**src/rtl/flag_status_register.sv**
```systemverilog
// flag_status_register
//   Architectural NZCV status register fed by the ALU, with a condition-code
//   evaluator serving the control unit through a valid/ready query handshake
//   and a one-entry registered result buffer.
//
// Ports
//   clk, resetN                 clock (rising edge), async active-low reset
//   flagsUpdate, updateMask     masked flag write strobe / per-flag enable {N,Z,C,V}
//   nFlagIn..vFlagIn            flag values from the ALU
//   condValid, condCode         condition query and its 4-bit ARM condition field
//   condReady                   query can be accepted this cycle
//   resultValid, condResult     buffered result (1 = condition passed)
//   resultAck                   consumer takes the buffered result
//   flagsOut, carryOut          stored {N,Z,C,V}; stored C back to the ALU
//   failCount                   saturating count of accepted queries that failed
module flag_status_register #(
    parameter logic [3:0] RESET_FLAGS = 4'b0000,
    parameter int         CNT_W       = 16
) (
    input  logic             clk,
    input  logic             resetN,
    input  logic             flagsUpdate,
    input  logic [3:0]       updateMask,
    input  logic             nFlagIn,
    input  logic             zFlagIn,
    input  logic             cFlagIn,
    input  logic             vFlagIn,
    input  logic             condValid,
    input  logic [3:0]       condCode,
    output logic             condReady,
    output logic             resultValid,
    output logic             condResult,
    input  logic             resultAck,
    output logic [3:0]       flagsOut,
    output logic             carryOut,
    output logic [CNT_W-1:0] failCount
);

    logic [3:0]       flags_q, flags_d;
    logic             result_valid_q, result_valid_d;
    logic             cond_result_q, cond_result_d;
    logic [CNT_W-1:0] fail_count_q, fail_count_d;
    // Low from reset until the first edge after release, so a query
    // presented across the release edge is not captured.
    logic             armed_q, armed_d;

    logic [3:0] flags_fwd;
    logic       cond_pass;
    logic       accept;
    logic       n_f, z_f, c_f, v_f;

    always_comb begin
        // Forward a same-cycle flag write so the query sees the new flags.
        flags_fwd = flagsUpdate
                  ? ((flags_q & ~updateMask) | ({nFlagIn, zFlagIn, cFlagIn, vFlagIn} & updateMask))
                  : flags_q;
        {n_f, z_f, c_f, v_f} = flags_fwd;

        cond_pass = 1'b0;
        case (condCode)
            4'b0000: cond_pass = z_f;
            4'b0001: cond_pass = !z_f;
            4'b0010: cond_pass = c_f;
            4'b0011: cond_pass = !c_f;
            4'b0100: cond_pass = n_f;
            4'b0101: cond_pass = !n_f;
            4'b0110: cond_pass = v_f;
            4'b0111: cond_pass = !v_f;
            4'b1000: cond_pass = c_f & !z_f;
            4'b1001: cond_pass = !c_f | z_f;
            4'b1010: cond_pass = (n_f == v_f);
            4'b1011: cond_pass = (n_f != v_f);
            4'b1100: cond_pass = !z_f & (n_f == v_f);
            4'b1101: cond_pass = z_f | (n_f != v_f);
            4'b1110: cond_pass = 1'b1;
            default: cond_pass = 1'b0;
        endcase

        condReady = !result_valid_q | resultAck;
        accept    = condValid & condReady & armed_q;

        flags_d        = flags_fwd;
        armed_d        = 1'b1;
        result_valid_d = result_valid_q;
        cond_result_d  = cond_result_q;
        fail_count_d   = fail_count_q;

        if (accept) begin
            result_valid_d = 1'b1;
            cond_result_d  = cond_pass;
            if (!cond_pass && (fail_count_q != {CNT_W{1'b1}}))
                fail_count_d = fail_count_q + CNT_W'(1);
        end else if (resultAck) begin
            // Drain only; condResult keeps its last value.
            result_valid_d = 1'b0;
        end
    end

    always_ff @(posedge clk or negedge resetN) begin
        if (!resetN) begin
            flags_q        <= RESET_FLAGS;
            result_valid_q <= 1'b0;
            cond_result_q  <= 1'b0;
            fail_count_q   <= '0;
            armed_q        <= 1'b0;
        end else begin
            flags_q        <= flags_d;
            result_valid_q <= result_valid_d;
            cond_result_q  <= cond_result_d;
            fail_count_q   <= fail_count_d;
            armed_q        <= armed_d;
        end
    end

    assign resultValid = result_valid_q;
    assign condResult  = cond_result_q;
    assign flagsOut    = flags_q;
    assign carryOut    = flags_q[1];
    assign failCount   = fail_count_q;

endmodule

```
**config.mk**
```make
export PLATFORM = sky130hd
export DESIGN_NAME = flag_status_register
export DESIGN_NICKNAME = d
export VERILOG_FILES = /design/src/rtl/flag_status_register.sv
export SDC_FILE = /design/constraint.sdc
export NUM_CORES = 1
export LEC_CHECK = 0
export BUFFER_PORTS_ARGS = -buffer_cell sky130_fd_sc_hd__buf_4
export CAP_MARGIN = 20
export CORE_MARGIN = 5
export CORE_UTILIZATION = 53
export CTS_BUF_LIST = sky130_fd_sc_hd__clkbuf_4 sky130_fd_sc_hd__clkbuf_8
export CTS_CLUSTER_SIZE = 8
export DETAILED_ROUTE_END_ITERATION = 10
export GPL_TIMING_DRIVEN = 0
export PLACE_DENSITY_LB_ADDON = 0.25
export SYNTH_ARGS = -nofsm -noshare
export SYNTH_HDL_FRONTEND = slang
export SYNTH_SLANG_ARGS = --single-unit
export TNS_END_PERCENT = 20
```
**constraint.sdc**
```tcl
create_clock -name clk -period 2.7 [get_ports clk]
set_input_delay 0.54 -clock clk [delete_from_list [all_inputs] [get_ports clk]]
set_output_delay 0.54 -clock clk [all_outputs]
set_load 0.02 [all_outputs]
```
## After elaboration in Yosys (flattened, before gate mapping)

Index checks and enable logic that the tools add are counted.

- Bits in registers: 23
- Output and inout bits: 24
- Input port bits: 17

- Muxes and demuxes: 4
- $add $sub $neg: 1
- Reduce and logical (&&, ||, !) cells: 10
- Bitwise operators: 11
- Eq/ne operators: 17

Operators with widths:

| kind | count |
|---|---|
| 4-bit == test, second input constant | 7 |
| 16-bit by 1-bit adder with 16-bit output, second input constant | 1 |
| 4-bit by 3-bit == test with 1-bit output, second input constant | 4 |
| 16-bit != test, second input constant | 1 |
| 1-bit case mux with 15 select lines | 1 |
| 4-bit bitwise AND | 2 |
| 4-bit by 2-bit == test with 1-bit output, second input constant | 2 |
| 1-bit logical NOT | 6 |
| 1-bit bitwise AND | 4 |
| 4-bit by 1-bit == test with 1-bit output, second input constant | 1 |
| 4-bit logical NOT | 1 |
| 4-bit two-way mux | 1 |
| 4-bit inverter | 1 |
| 4-bit bitwise OR | 1 |
| 1-bit bitwise OR | 3 |
| 1-bit two-way mux | 2 |
| 2-bit AND reduction | 1 |
| 2-bit nonzero test | 1 |
| 1-bit == test | 1 |
| 1-bit logical AND | 1 |
| 1-bit != test | 1 |

## Longest topological paths before layout

- Word-level depth: 10
- Mapped depth: 10

## Least setup slack after synthesis

OpenSTA, ideal clock, no wires.

- Path type: input-to-reg
- Start: input port flagsUpdate
- End: register fail_count_q[1] (netlist: failCount[1])
- Slack: 0.396 ns
- Cell stages on the path: 8
- Data arrival time: 2.176 ns
- Path buffers: 1
- Cell sequence: buf_6 -> a21bo_1 -> a211oi_2 -> nor4b_1 -> nor4_2 -> nand3_2 -> nor3_2 -> mux2_1

- Cells in the longest elaborated chain, start to end: 7
- Elaborated cells between the ends (all ways): 15
- Classes of those cells: eq/ne: 2; mux: 2; bitwise: 4; reduce/logical: 7

Ends and longest elaborated chain:

| element | RTL line | RTL |
|---|---|---|
| from (decl) | 22 | `input logic flagsUpdate,` |
| 4-bit two-way mux (*) | 55 | `? ((flags_q & ~updateMask) \| ({nFlagIn, zFlagIn, cFlagIn, vFlagIn} & updateMask))` |
| 1-bit != test (tied with other cells) | 72, 74 |  |
| 1-bit bitwise OR (tied with other cells) | 74 | `4'b1101: cond_pass = z_f \| (n_f != v_f);` |
| 1-bit case mux with 15 select lines (*) | 60 | `case (condCode)` |
| 1-bit logical NOT (*) | 91 | `if (!cond_pass && (fail_count_q != {CNT_W{1'b1}}))` |
| 1-bit logical AND (*) | 91 |  |
| 2-bit AND reduction (no source line) (*) | - |  |
| to (signal assigned) | 110 | `fail_count_q <= fail_count_d;` |
| to (decl) | 42 | `logic [CNT_W-1:0] fail_count_q, fail_count_d;` |

Every way passes the cells marked *; elsewhere a longest branch is shown, timed or not.
A chain may end at the register's enable or synchronous reset.

## Final worst setup path

- Start: register fail_count_q[0] (netlist: failCount[0])
- End: register fail_count_q[15] (netlist: failCount[15])

- Cells in the longest elaborated chain, start to end: 3
- Elaborated cells between the ends (all ways): 4
- Classes of those cells: add/sub: 1; eq/ne: 1; reduce/logical: 2

Ends and longest elaborated chain:

| element |
|---|
| parallel branches: the longest is 3 deep, another holds 16-bit by 1-bit adder with 16-bit output |

Parallel ways; which one is timed is not known.

==> reports/metrics.csv <==
stage,metric,value,unit
detailed_routing,ant_nets,0,
grt,antenna_found_initial,0,
timing,finalHoldViolCount,0,
clocking,numCtsBuffers,3,
clocking,cts_root_buffer,clkbuf_4,
worst_setup_path,critPathMaxFanout,10,
worst_setup_path,worstPathRequired,2.91,ns
layout,layout-drive-gt1-share,0.317,
floorplan,die_h,61.2,um
worst_setup_path,crit_arrival,2.47,ns
detailed_routing,first_pass_iters,4,
detailed_routing,wl_per_cell,14.7,um
clocking,numClockSinks,23,
timing,clock.fmax,442,MHz
logic_synthesis,synth_seq_cells,23,
pwr,powerDensity,532,mW/mm^2
place,hpwl,2.47,mm
layout,final_cell_mix,"buf_4, dfrtp_1, nand3_1",
layout,area_growth,24.8,%
floorplan,rows,18,
clocking,ctsHoldBuffers,0,
clocking,clockBufferDepth,2,
layout,layout_commonest_cell,buf_4,
grt,grtUsageTotal,0.193,
place,gpl.final_weighted_congestion,0.837,
layout,insertedDiodeCount,0,
detailed_routing,drt_iter0_drc,80,
detailed_routing,via_per_inst,5.83,
floorplan,start_util,0.556,
floorplan,die_w,61.2,um
timing,period_minus_slack,2.26,ns
layout,regArea,576,sq um
worst_setup_path,crit_type,flip-flop to flip-flop,
worst_setup_path,end_kind,flip-flop,
logic_synthesis,synth.avg_cell_area,9.79,sq um
outcome,outcome,completed,
floorplan,core-area,0.00250,sq mm
floorplan,boundaryPins,41,
detailed_routing,vias,1241,
hold_path,hold_path_class,input port to asynchronous set/reset pin,
grt,grt-ovfl-total,0,
grt,grt_pass1_vias,1238,
layout,fillers,208,
timing,slew_viol_final,0,
logic_synthesis,ys.flop_type,dfrtp_1,
clocking,post_cts_buffers,0,
timing,post-route-period-util,0.838,
logic_synthesis,syn_nets,160,
layout,multi_input_area,749,sq um
layout,nets,202,
pwr,irDropWorstVdd,0.556,mV
clocking,ctsResizeCount,0,
run,max-cap-violations,0,
timing,worst_slack,0.436,ns
logic_synthesis,syn_inst,142,
worst_setup_path,cp-start-kind,flip-flop,
pwr,power_leakage,0.828,nW
timing,rsz0062_at_grt,false,
logic_synthesis,synth_edf_count,0,
logic_synthesis,synth_area,0.00139,sq mm
detailed_routing,routed_wl,3.13,mm
logic_synthesis,yosys.cell_types.count,44,
grt,grt_max_degree,24,
timing,finalSetupViolCount,0,
clocking,clkLatencyLatePin,0.32,ns
detailed_routing,drc,0,
floorplan,die-area,0.00375,sq mm
clocking,clkTransAtPathRegs,0.14,ns
timing,finClkSkew,0.0115,ns
logic_synthesis,ys_seq_area_frac,0.414,
logic_synthesis,async_flop_share,1.00,
place,pre_cts_ws,0.138,ns
timing,fin_setup_tns,0,ns
clocking,cts-htree-levels,1,
logic_synthesis,yosys_warnings,0,
place,io_buffers,37,
clocking,cts_tree,done,
grt,grt_pass1_wl,5.37,mm
==> final cells by class <==
type | instances | share of cell area
clock buffers | 3 | 0.0130
inverters | 5 | 0.0108
multi-input cells | 108 | 0.432
clock inverters | 1 | 0.00433
well taps | 30 | 0.0216
plain buffers | 6 | 0.0267
repair buffers | 37 | 0.160
flip-flops and latches | 23 | 0.332
==> synth_stat cells, types with 2 or more instances <==
cell type   n  area [sq um]
inv_1       5          18.8
nor2_1      8          30.0
nand3_1    19          95.1
nand2b_1    2          12.5
nor4_2      2          25.0
o211a_1     2          20.0
xor2_1      4          35.0
xnor2_1    10          87.6
buf_4       2          15.0
a21bo_2     2          20.0
nand2_1     9          33.8
dfrtp_1    23           576
a21oi_1     4          20.0
and3_1      7          43.8
nand3b_1    4          30.0
nand4_1     5          31.3
buf_6       2          22.5
nor3_1      6          30.0
==> cells by family (layout without fill, tap and decap cells) <==
logic type,Yosys count,after routing,share of synthesized area
compound gates,19,19,0.135
mux,2,2,0.0153
buf+inv,11,52,0.0468
flops,23,23,0.414
fa+ha+maj,1,1,0.00900
simple gates,71,71,0.289
xor+xnor,14,14,0.0882
other cells,1,1,0.00270
==> final timing paths <==
| path | to | slack, ns | start | cells after the start |
|---|---|---|---|---|
| setup / recovery | failCount[15]$_DFFE_PN0P_ | 0.44 | failCount[0]$_DFFE_PN0P_ | 9 |
| hold / removal | failCount[5]$_DFFE_PN0P_ | 0.08 | resetN | 1 |
| setup reg to reg | failCount[15]$_DFFE_PN0P_ | 0.44 | failCount[0]$_DFFE_PN0P_ | 9 |
| hold reg to reg | resultValid$_DFFE_PN0P_ | 0.49 | armed_q$_DFF_PN0_ | 2 |
| max in group asynchronous | failCount[12]$_DFFE_PN0P_ | 2.39 | resetN | 1 |
| min in group clk | resultValid$_DFFE_PN0P_ | 0.43 | condValid | 3 |
==> where the power goes <==
part | internal, mW | total (mW) | switching, mW
clock network | 0.0567 | 0.165 | 0.109
registers | 0.390 | 0.439 | 0.0486
logic | 0.143 | 0.319 | 0.176
total | 0.590 | 0.923 | 0.333
==> layer usage <==
metal / vias up / part of all wire / track usage
li1: 599 / - / -
met1: 597 / 0.39 / 0.205
met2: 41 / 0.52 / 0.358
met3: 4 / 0.069 / 0.0356
met4: 0 / 0.020 / 0.0991
met5: - / 0 / 0
==> through the flow <==
step | total power, mW | cells | hold WS [ns] | area, sq um | utilization
6_report | 0.923 | 213 | 0.0757 | 1740 | 0.694
5_1_grt | 0.981 | 213 | 0.0764 | 1740 | 0.694
4_1_cts | 0.932 | 213 | 0.0795 | 1740 | 0.694
3_5_place_dp | 0.767 | 209 | 0.446 | 1710 | 0.682
3_3_place_gp | 0.749 | 209 | 0.443 | 1710 | 0.682
2_1_floorplan | 0.625 | 142 | 0.244 | 1390 | -
==> sequential cells by signal, indices dropped and copies added (netlist names) <==
| name | count |
|---|---|
| flagsOut | 4 |
| condResult | 1 |
| failCount | 16 |
| resultValid | 1 |
| armed_q | 1 |
==> worst max-delay path, cell delays in order, from the launching register on <==
cell and delay (ns):
dfrtp_1 0.45, ha_1 0.23, and3_1 0.20, and3_1 0.22
and3_1 0.22, and3_1 0.23, nor2_1 0.14, buf_4 0.19
nand4_1 0.13, xnor2_1 0.14
No activity file was read; power rests on OpenSTA's default activity.
